### config.mk
export PLATFORM = sky130hd
export DESIGN_NAME = refresh_req_gen
export DESIGN_NICKNAME = d
export VERILOG_FILES = /design/src/rtl/refresh_req_gen.sv
export SDC_FILE = /design/constraint.sdc
export NUM_CORES = 1
export LEC_CHECK = 0
export BUFFER_PORTS_ARGS = -buffer_cell sky130_fd_sc_hd__buf_2
export CAP_MARGIN = 20
export CORE_MARGIN = 2
export CORE_UTILIZATION = 35
export DETAILED_ROUTE_END_ITERATION = 10
export PLACE_DENSITY_LB_ADDON = 0.15
export SYNTH_ARGS = -nofsm -noshare
export SYNTH_HDL_FRONTEND = slang
export SYNTH_SLANG_ARGS = --single-unit
### constraint.sdc
create_clock -name clk -period 4.3 [get_ports clk]
set_clock_uncertainty 0.05 [all_clocks]
set_input_delay 0.86 -clock clk [delete_from_list [all_inputs] [get_ports clk]]
set_output_delay 0.86 -clock clk [all_outputs]
set_load 0.03 [all_outputs]
### src/rtl/refresh_req_gen.sv
// rtl/refresh_req_gen.sv - DRAM refresh request generator
// Interval timer feeds a saturating owed-refresh counter drained by a refreq/refack handshake.
module refresh_req_gen #(
    parameter int PRESCALE = 16,
    parameter int RATE_W   = 4,
    parameter int MAXPEND  = 3
) (
    input  logic              clk,
    input  logic              reset,
    input  logic [RATE_W-1:0] refrate,
    input  logic              refack,
    input  logic              ovclr,
    output logic              refreq,
    output logic [2:0]        pending,
    output logic              overflow,
    output logic              busy
);

    localparam int PS_W = (PRESCALE > 1) ? $clog2(PRESCALE) : 1;
    localparam logic [PS_W-1:0] PS_LAST  = PS_W'(PRESCALE - 1);
    localparam logic [2:0]      PEND_MAX = 3'(MAXPEND);

    typedef enum logic [1:0] {
        IDLE  = 2'd0,
        REQ   = 2'd1,
        SERVE = 2'd2
    } state_t;

    logic [PS_W-1:0]   prescaler;
    logic [RATE_W-1:0] counter;
    logic              enabled;
    logic              tick;
    logic              expire;

    state_t            state_q;
    state_t            state_d;
    logic              refreq_q;
    logic              refreq_d;
    logic              busy_q;
    logic              busy_d;
    logic              retire;

    logic [2:0]        pending_q;
    logic              overflow_q;
    logic              ovf_set;

    assign enabled = (refrate != '0);
    assign tick    = (prescaler == PS_LAST);
    // counter==0 only before the first enabled edge; that edge loads it without expiring
    assign expire  = enabled && tick && (counter == RATE_W'(1));

    always_ff @(posedge clk) begin
        if (reset || !enabled) begin
            prescaler <= '0;
            counter   <= '0;
        end else begin
            prescaler <= tick ? '0 : prescaler + PS_W'(1);
            if (counter == '0) begin
                counter <= refrate;
            end else if (tick) begin
                counter <= (counter == RATE_W'(1)) ? refrate : counter - RATE_W'(1);
            end
        end
    end

    always_ff @(posedge clk) begin
        if (reset) begin
            state_q  <= IDLE;
            refreq_q <= 1'b0;
            busy_q   <= 1'b0;
        end else begin
            state_q  <= state_d;
            refreq_q <= refreq_d;
            busy_q   <= busy_d;
        end
    end

    always_comb begin
        state_d  = state_q;
        refreq_d = 1'b0;
        busy_d   = 1'b0;
        retire   = 1'b0;
        case (state_q)
            IDLE: begin
                if (pending_q != 3'd0) begin
                    state_d  = REQ;
                    refreq_d = 1'b1;
                end
            end
            REQ: begin
                if (refack) begin
                    state_d = SERVE;
                    busy_d  = 1'b1;
                end else begin
                    refreq_d = 1'b1;
                end
            end
            SERVE: begin
                // a refresh is only retired once the grant has been released
                if (!refack) begin
                    retire  = 1'b1;
                    state_d = IDLE;
                end else begin
                    busy_d = 1'b1;
                end
            end
            default: state_d = IDLE;
        endcase
    end

    assign ovf_set = expire && !retire && (pending_q == PEND_MAX);

    always_ff @(posedge clk) begin
        if (reset) begin
            pending_q  <= 3'd0;
            overflow_q <= 1'b0;
        end else begin
            if (expire && !retire && (pending_q != PEND_MAX)) begin
                pending_q <= pending_q + 3'd1;
            end else if (retire && !expire) begin
                pending_q <= pending_q - 3'd1;
            end
            if (ovf_set) begin
                overflow_q <= 1'b1;
            end else if (ovclr) begin
                overflow_q <= 1'b0;
            end
        end
    end

    assign refreq   = refreq_q;
    assign busy     = busy_q;
    assign pending  = pending_q;
    assign overflow = overflow_q;

endmodule

==> impl_metrics.ini <==
[timing]
worstMarginPinSlew_ns = 0.638
finalSetupViolCount = 0
layout_min_cycle_time_ns = 2.62
max_freq_mhz = 381
rsz0062_at_grt = no
finalCritPeriodShare_pct = 61.0
layout_setup_ws_ns = 1.68
report.final.slew_viol_count = 0
maxSlewHeadroom_pct = 57.0
hold_viol = 0
setup_tns_ns = 0

[drt]
vias_per_cell = 4.99
drc = 0
drt_iter0_markers = 18
first_pass_iters = 4
wl_um = 1590
ant_nets = 0
vias = 714
wl_per_cell_um = 11.1

[die]
die_h_um = 54.5
io_pins = 14
rows = 18
coreArea_um2 = 2450
die_area_um2 = 2970
start_util_pct = 36.4
die_width_um = 54.5

[layout]
postLayoutCellArea_um2 = 1030
multiInputGateArea_um2 = 543
syn_to_final_growth_pct = 15.1
final_cell_mix = dfxtp_1 (16), buf_2 (13), nor2_1 (11), inv_1 (7)
drive_gt1_share_pct = 19.5
fill_cells = 247
seq_area_um2 = 320
layout_commonest_cell = dfxtp_1
nets = 129
n_antenna_cell = 0

[clocking]
cts_setup_buffers = 0
cts_buffer_depth = 2
cts-root-buf = clkbuf_4
h-tree-depth = 1
clock_sinks = 16
ctsHoldBuffers = 0
clk_pin_slew_worst_paths_ns = 0.10
tritoncts = built
cts_buffers = 3
insertion_delay_ns = 0.28
cts_resized = 0

[setup_path]
crit_chain = ha_1 -> and4_1 -> and3_4 -> nand2_1 -> fa_1 -> or3b_2 -> a31oi_1 -> a31oi_1 -> mux2_2
max_stage_delay_ns = 0.45
required_ns = 4.44
cp_max_fo = 4
worstSetupEndpointType = register
crit_arrival_ns = 2.76
startpoint = prescaler[0]$_SDFF_PP0_
worst_path_most_repeated_cell = a31oi_1
critPathLaunchType = register
r2r_start = prescaler[0]$_SDFF_PP0_
cp_slowest_cell = or3b_2
crit_type = register to register
r2r_slack_ns = 1.68

[global_route]
antenna_found_initial = 0
grt.met1_usage_pct = 16.7
grt_pass1_vias = 625
gr-total-overflow = 0
grt_max_degree = 14
busiest_layer = met2
use_met3_pct = 3.28
groute.usage.overall_pct = 12.8
grt_use_met2_pct = 19.9
grt_pass1_wl_um = 2700

[place]
gp_congestion = 0.753
place_hpwl_um = 1260
place_area_um2 = 992
pre_cts_slack_ns = 1.44
portBuffers = 13

[logic_synthesis]
syn_inst = 97
syn_nets = 112
synthTopCellsByArea = dfxtp_1 (36%), ha_1 (8.4%), nor2_1 (4.6%)
synth_edf_count = 0
synth-seq-cells = 16
synth_cell_type_count = 38
postSynthAreaPerCell_um2 = 9.21
synthArstFlopShare_pct = 0
post-synth-top-area-fraction_pct = 35.9
synth-seq-area-share_pct = 35.9
synth_top_area_cell = dfxtp_1
synth_ff_type = dfxtp_1
syn_area_um2 = 893
yosysWarnings = 0

[pwr]
ir_worst_vdd_v = 0.000240
power_density_nw_per_um2 = 559
power_mw = 0.575
p_leak_nw = 0.476

[hold_path]
hold_start = prescaler[0]$_SDFF_PP0_
holdCritPathClass = register to register

[outcome]
status = finished clean

[job]
cap_violations = 0
power breakdown:
part / switching, mW / total, mW / internal [mW] / leakage [nW]
Clock: 0.0495 / 0.101 / 0.0515 / 0.0210
Sequential: 0.0291 / 0.211 / 0.182 / 0.131
Combinational: 0.140 / 0.263 / 0.123 / 0.324
Total: 0.219 / 0.575 / 0.356 / 0.476
final timing paths:
kind	endpoint	depth (start not counted)
setup reg to reg	pending[2]$_SDFFE_PP0P_	9
hold / removal	prescaler[0]$_SDFF_PP0_	1
hold reg to reg	prescaler[0]$_SDFF_PP0_	1
setup / recovery	pending[2]$_SDFFE_PP0P_	9
synth_stat cells, types with 3 or more instances:
| cell | n |
|---|---|
| nand2_1 | 4 |
| nor2_1 | 11 |
| dfxtp_1 | 16 |
| a21oi_1 | 3 |
| inv_1 | 7 |
| mux2i_1 | 4 |
| nor3_1 | 3 |
| nand2b_1 | 3 |
| ha_1 | 6 |
| nor2b_1 | 6 |
layer usage:
metal | vias to the layer above | routed length (um) | part of all wire, %
met1 | 326 | 807 | 51
met3 | 2 | 55 | 3.5
met4 | 0 | 16 | 1.0
met5 | - | 0 | 0
met2 | 10 | 715 | 45
li1 | 376 | - | -
logic make-up after synthesis:
family,count (synthesis),synth area share [%]
and+or+nand+nor,39,24.7
AOI/OAI and AO/OA,17,14.0
DFF,16,35.9
buffers and inverters,8,3.36
muxes,7,8.54
adders and majority gates,7,10.6
xor gates and xnor gates,3,2.94
registers in the layout (all words and copies together) (netlist names):
register	flops
pending	3
state_q	2
overflow	1
refreq	1
counter	4
prescaler	4
busy	1
final cells by class:
| type | instances | area share [%] |
|---|---|---|
| Sequential cell | 16 | 31.1 |
| Clock buffer | 4 | 3.53 |
| Multi-Input combinational cell | 73 | 52.8 |
| Tap cell | 30 | 3.65 |
| Timing Repair Buffer | 13 | 6.33 |
| Inverter | 7 | 2.55 |
stage by stage:
| step | instances | hold slack [ns] | util [%] |
|---|---|---|---|
| floorplan | 97 | 0.368 | - |
| global placement | 139 | 0.385 | 40.4 |
| detailed placement | 139 | 0.395 | 40.4 |
| CTS | 143 | 0.411 | 41.9 |
| global route | 143 | 0.433 | 41.9 |
| finish | 143 | 0.408 | 41.9 |
critical path: cells and delay by family, from the launching register on:
kind / cells / cell delay (ns)
flip-flops: 1 / 0.37
AO/OA/AOI/OAI: 2 / 0.21
adder cells (fa/ha/maj): 2 / 0.61
AND/OR/NAND/NOR: 4 / 1.01
multiplexers: 1 / 0.27
Power figures use the tool's default switching activity.
